`src/rtl/div_share_pkg.sv`:
```
// Shared types and defaults for the time-multiplexed restoring divider controller.
package div_share_pkg;

   typedef enum logic [1:0] {
      IDLE = 2'd0,
      ITER = 2'd1,
      DONE = 2'd2
   } state_t;

   localparam int DEF_NREQ  = 4;
   localparam int DEF_WIDTH = 4;

   // Requester-id width; a single requester still needs one bit of id.
   function automatic int id_w(input int nreq);
      return (nreq <= 1) ? 1 : $clog2(nreq);
   endfunction

endpackage

```
`src/rtl/div_share_ctrl_rr_arbiter.sv`:
```
// Combinational round-robin search: first asserted request at or after ptr, wrapping.
module rr_arbiter
   import div_share_pkg::*;
#(
   parameter int NREQ = DEF_NREQ,
   parameter int IDW  = id_w(NREQ)
) (
   input  logic [NREQ-1:0] req,
   input  logic [IDW-1:0]  ptr,
   input  logic            en,
   output logic [NREQ-1:0] gnt,
   output logic [IDW-1:0]  gnt_idx,
   output logic            gnt_vld
);

   logic [IDW-1:0] idx;

   always_comb begin
      gnt     = '0;
      gnt_idx = '0;
      gnt_vld = 1'b0;
      idx     = '0;
      for (int k = 0; k < NREQ; k++) begin
         idx = IDW'((int'(ptr) + k) % NREQ);
         if (en && !gnt_vld && req[idx]) begin
            gnt[idx] = 1'b1;
            gnt_idx  = idx;
            gnt_vld  = 1'b1;
         end
      end
   end

endmodule

```
`src/rtl/div_share_ctrl.sv`:
```
// Round-robin controller sharing one restoring divider among NREQ requesters;
// one shift/subtract/restore step per cycle, tagged result over valid/ready.
module div_share_ctrl
   import div_share_pkg::*;
#(
   parameter int NREQ  = DEF_NREQ,
   parameter int WIDTH = DEF_WIDTH,
   parameter int IDW   = id_w(NREQ)
) (
   input  logic                  clk,
   input  logic                  rst,
   input  logic [NREQ-1:0]       req_valid,
   output logic [NREQ-1:0]       req_ready,
   input  logic [NREQ*WIDTH-1:0] req_dividend,
   input  logic [NREQ*WIDTH-1:0] req_divisor,
   output logic                  rsp_valid,
   input  logic                  rsp_ready,
   output logic [IDW-1:0]        rsp_id,
   output logic [WIDTH-1:0]      rsp_quot,
   output logic [WIDTH-1:0]      rsp_rem,
   output logic                  rsp_dbz,
   output logic                  busy
);

   localparam int CW = $clog2(WIDTH);

   state_t           state, nstate;
   logic [WIDTH:0]   a;
   logic [WIDTH-1:0] q, m;
   logic [IDW-1:0]   id, ptr;
   logic [CW-1:0]    cnt;
   logic             dbz;

   logic [NREQ-1:0]  gnt;
   logic [IDW-1:0]   g_idx;
   logic             g_vld;
   logic [WIDTH-1:0] dvd_g, dvs_g;
   logic [2*WIDTH:0] aq_sh;
   logic [WIDTH:0]   a_sh, t_diff;
   logic [WIDTH-1:0] q_sh;
   logic             last_step;

   // Arbitration only runs in IDLE; reset also masks req_ready so outputs read 0.
   rr_arbiter #(.NREQ(NREQ), .IDW(IDW)) u_arb (
      .req     (req_valid),
      .ptr     (ptr),
      .en      ((state == IDLE) && !rst),
      .gnt     (gnt),
      .gnt_idx (g_idx),
      .gnt_vld (g_vld)
   );

   assign req_ready = gnt;
   assign dvd_g     = req_dividend[g_idx*WIDTH +: WIDTH];
   assign dvs_g     = req_divisor[g_idx*WIDTH +: WIDTH];

   // Restoring step: the sign of T at WIDTH+1 bits decides subtract vs restore.
   assign aq_sh     = {a, q} << 1;
   assign a_sh      = aq_sh[2*WIDTH:WIDTH];
   assign q_sh      = aq_sh[WIDTH-1:0];
   assign t_diff    = a_sh - {1'b0, m};
   assign last_step = (cnt == CW'(WIDTH - 1));

   assign rsp_valid = (state == DONE);
   assign busy      = (state != IDLE);
   assign rsp_id    = id;
   assign rsp_quot  = q;
   assign rsp_rem   = a[WIDTH-1:0];
   assign rsp_dbz   = dbz;

   always_ff @(posedge clk) begin
      if (rst) state <= IDLE;
      else     state <= nstate;
   end

   always_comb begin
      nstate = state;
      case (state)
         IDLE: if (g_vld) nstate = (dvs_g == '0) ? DONE : ITER;
         ITER: if (last_step) nstate = DONE;
         DONE: if (rsp_ready) nstate = IDLE;
         default: nstate = IDLE;
      endcase
   end

   always_ff @(posedge clk) begin
      if (rst) begin
         a   <= '0;
         q   <= '0;
         m   <= '0;
         id  <= '0;
         cnt <= '0;
         dbz <= 1'b0;
         ptr <= '0;
      end else begin
         case (state)
            IDLE: if (g_vld) begin
               id  <= g_idx;
               m   <= dvs_g;
               cnt <= '0;
               ptr <= (g_idx == IDW'(NREQ - 1)) ? '0 : g_idx + IDW'(1);
               // Zero divisor skips iteration and loads the defined result directly.
               if (dvs_g == '0) begin
                  dbz <= 1'b1;
                  q   <= '1;
                  a   <= {1'b0, dvd_g};
               end else begin
                  dbz <= 1'b0;
                  q   <= dvd_g;
                  a   <= '0;
               end
            end
            ITER: begin
               cnt <= cnt + CW'(1);
               if (t_diff[WIDTH]) begin
                  a <= a_sh;
                  q <= q_sh;
               end else begin
                  a <= t_diff;
                  q <= {q_sh[WIDTH-1:1], 1'b1};
               end
            end
            default: ;
         endcase
      end
   end

endmodule

```
`config.mk`:
```
export PLATFORM = sky130hd
export DESIGN_NAME = div_share_ctrl
export DESIGN_NICKNAME = d
export VERILOG_FILES = /design/src/rtl/div_share_pkg.sv /design/src/rtl/div_share_ctrl_rr_arbiter.sv /design/src/rtl/div_share_ctrl.sv
export SDC_FILE = /design/constraint.sdc
export NUM_CORES = 1
export LEC_CHECK = 0
export ABC_CLOCK_PERIOD_IN_PS = 5400
export BUFFER_PORTS_ARGS = -buffer_cell sky130_fd_sc_hd__buf_2
export CORE_MARGIN = 10
export CORE_UTILIZATION = 46
export DETAILED_ROUTE_END_ITERATION = 7
export GPL_TIMING_DRIVEN = 0
export MAX_ROUTING_LAYER = met4
export PLACE_DENSITY = 0.72
export SYNTH_ARGS = -nofsm -noshare
export SYNTH_HDL_FRONTEND = slang
export SYNTH_SLANG_ARGS = --single-unit
```
`constraint.sdc`:
```
create_clock -name clk -period 5.4 [get_ports clk]
set_input_delay 0.81 -clock clk [delete_from_list [all_inputs] [get_ports clk]]
set_output_delay 0.81 -clock clk [all_outputs]
set_load 0.005 [all_outputs]
```
==> results.md <==
* Hold WS at approximately 0.46 ns
* # setup viols final at 0
* FF+latch count, synth at 21
* Ratio of cells with drive above 1 in the final layout at 32.9%
* Die Y at approximately 85 microns
* Slew Viols, Final at 0
* Critical path depth at 10
* Distinct cells, synth at 60
* Worst-path maximum fanout at 8
* DRT Pass-1 Iters at 5
* Setup Buffers After CTS at 0
* Vias in the first global route at 1824
* Number of gates resized after CTS at 0
* Slowest library cell on the worst path: a2111oi_0
* Synth Net Count at 287
* Hold Vio Cnt, Final at 0
* All-Layer GR Usage at 14.2%
* Slew margin rel. at 28.4%
* Initial antenna violation count at 0
* Setup Crit Path Kind: flop to primary output
* Final worst-path cycle share at between 70 and 80%
* Final #Nets at roughly 350
* Via/cell ratio at 5.59
* Die area at approximately 7300 sq um
* Most common cell in the synthesized netlist: nor2_1
* Row cnt at 23
* Total Routed Length at 5.09 mm
* CTS root buffer: clkbuf_8
* Total power at 0.664 mW
* Top post-synthesis cells by count: nor2_1 (24), dfxtp_1 (21), a21oi_1 (19), inv_1 (16), nand2_1 (16)
* Cts hold-fix bufs at 0
* Top delay family on crit path: compound AO/OA/AOI/OAI gates
* Area leader, netlist: dfxtp_1
* Average cell area after synthesis at between 8 and 9 sq um
* Fin cells at around 350
* Starting density of the core at between 40% and 50%
* Number of synthesis warnings at 0
* Worst slew pin tran at 1.05 ns
* Worst path bufs/invs at 3
* Max-cap violation count at 0
* Largest net degree at the start of global routing at 12
* Synth area leaders: dfxtp_1 (21%), mux2i_1 (7.1%), ha_1 (6.4%)
* # DRC at 0
* Max VDD drop at 0.000116 V
* Vias at 1929
* Gpl congestion at 0.873
* Clk_lat worst skew at ~0.26 ns
* Clock sinks at 21
* Asr flop ratio synth at 0%
* R2R cell count at 13
* Worst Hold Class: flop to flop
* GRT overflow at 0
* Clock slew at reported path FFs at 0.07 ns
* Setup crit end kind: primary output
* Share of the yosys chip area belonging to registers at between 20% and 30%
* CTS tree: done
* Power Dens Cells at 283 nW/um^2
* CP Launch Type: flop
* Mapped Cells at between 200 and 250
* First-pass GRT wire length at ~8.7 mm
* I/O pin total at 56
* Critical-path cell list: inv_1 -> ha_1 -> buf_6 -> mux2_2 -> nor2_1 -> a21oi_1 -> a2111oi_0 -> a222oi_1 -> o21ai_0 -> buf_2
* Status: complete, no violations
* Crit path largest cell delay at around 0.84 ns
* Post-synth EDFFs at 0
* Worst Path Arrival at approximately 3.3 ns
* Syn Std Cell Area at 1970 sq um
* Fin Setup TNS at 0 ns
* P&R area growth vs syn at 19.2%
* Layout Skew at 0.00122 ns
* RSZ-0062 raised after global routing: no
* H-tree depth at 1
* Post-place setup slack at approximately 1.6 ns
* Leak Pwr at 1.03 nW
* PortBufs at 54
* 1st-iter DRT viols at about 140
* Die width at roughly 85 microns
* Critical Path RT at 4.59 ns
* Fmax at 244 MHz
* Tmin final at 4.10 ns
* Ys flop type: dfxtp_1
* Clock buffer count from CTS at 3
* HPWL after detailed placement at between 4 and 5 mm
* Fin worst setup slack at around 1.3 ns
* Core Region at 4060 sq um
* Clock buffer depth at 2
* Post-synth top area share at 21.3%
* Post-placement cell count at 341
* Hold Path Cell Cnt at 2
* Routed WL per cell at between 10 and 15 microns
* # diodes at 0
* Antenna-violating nets left at 0
==> layout make-up <==
class / count / area [sq um]
Multi-Input combinational cell: 186 / 1370
Fill cell: 376 / 1710
Timing Repair Buffer: 54 / 270
Clock buffer: 4 / 45.0
Inverter: 17 / 76.3
Sequential cell: 21 / 420
Tap cell: 50 / 62.6
Buffer: 13 / 105
==> final timing paths <==
kind / from / end / slack [ns]
min reg2reg: rsp_dbz / rsp_dbz / 0.46
max: ptr[0] / req_ready[3] / 1.30
max reg2reg: ptr[0] / rsp_quot[0] / 1.88
min: rsp_dbz / rsp_dbz / 0.46
==> through the flow <==
stage               utilization, %  cell area, sq um
floorplan                        -              1970
global placement              56.7              2300
detailed placement            56.7              2300
CTS                           57.8              2350
global route                  57.8              2350
finish                        57.8              2350
==> placed cells by master (no fill, tap or decap), types with 2 or more instances in the layout <==
cell type and instances:
nand2_1 16, o31a_1 2, nor2b_1 2, a222oi_1 4
inv_1 16, nand3_1 14, clkbuf_8 4, mux4_2 2
and2_1 2, a21oi_2 2, nand4_1 3, a211oi_1 6
mux2i_1 14, buf_2 55, a21o_1 2, dfxtp_1 21
and3_2 4, o21ai_0 15, mux2_2 4, xnor2_1 2
a31o_2 2, a311oi_1 2, nor2_1 24, ha_1 10
clkbuf_1 6, buf_6 6, a21oi_1 19, nor3_1 4
==> worst reg2reg max path: stages (launching register included) <==
cell	delay, ns
dfxtp_1	0.49
inv_1	0.24
ha_1	0.36
buf_6	0.14
or4_4	0.52
o22ai_4	0.21
o21ai_2	0.12
o22a_1	0.22
buf_6	0.16
clkinv_8	0.07
nand3_4	0.07
a22oi_4	0.32
a21oi_2	0.10
a2111oi_2	0.39
==> cells by family after synthesis <==
logic type	count (synthesis)	share of synthesized area, %
flip-flops	21	21.3
adder cells (fa/ha/maj)	11	7.37
multiplexers	20	11.7
buffers and inverters	30	9.21
XOR/XNOR	3	1.33
AO/OA/AOI/OAI	72	27.5
AND/OR/NAND/NOR	80	21.5
==> state kept, by name (all words and copies together), names as in the netlist <==
signal / count
state: 2
ptr: 2
rsp_id: 2
a: 4
rsp_quot: 4
cnt: 2
m: 4
rsp_dbz: 1
==> per-layer routing <==
metal | up-vias | track usage, % | part of all wire, %
li1 | 987 | - | -
met1 | 873 | 18.6 | 45
met2 | 65 | 22.2 | 48
met3 | 4 | 2.49 | 6.0
met4 | 0 | 2.69 | 0.57
met5 | - | - | 0
==> power by group <==
part	switching [mW]	total [mW]	leakage [nW]	internal, mW
Sequential	0.0212	0.199	0.173	0.178
Clock	0.0497	0.102	0.0228	0.0525
Combinational	0.197	0.362	0.831	0.166
Total	0.268	0.664	1.03	0.396
Power figures use the tool's default switching activity.
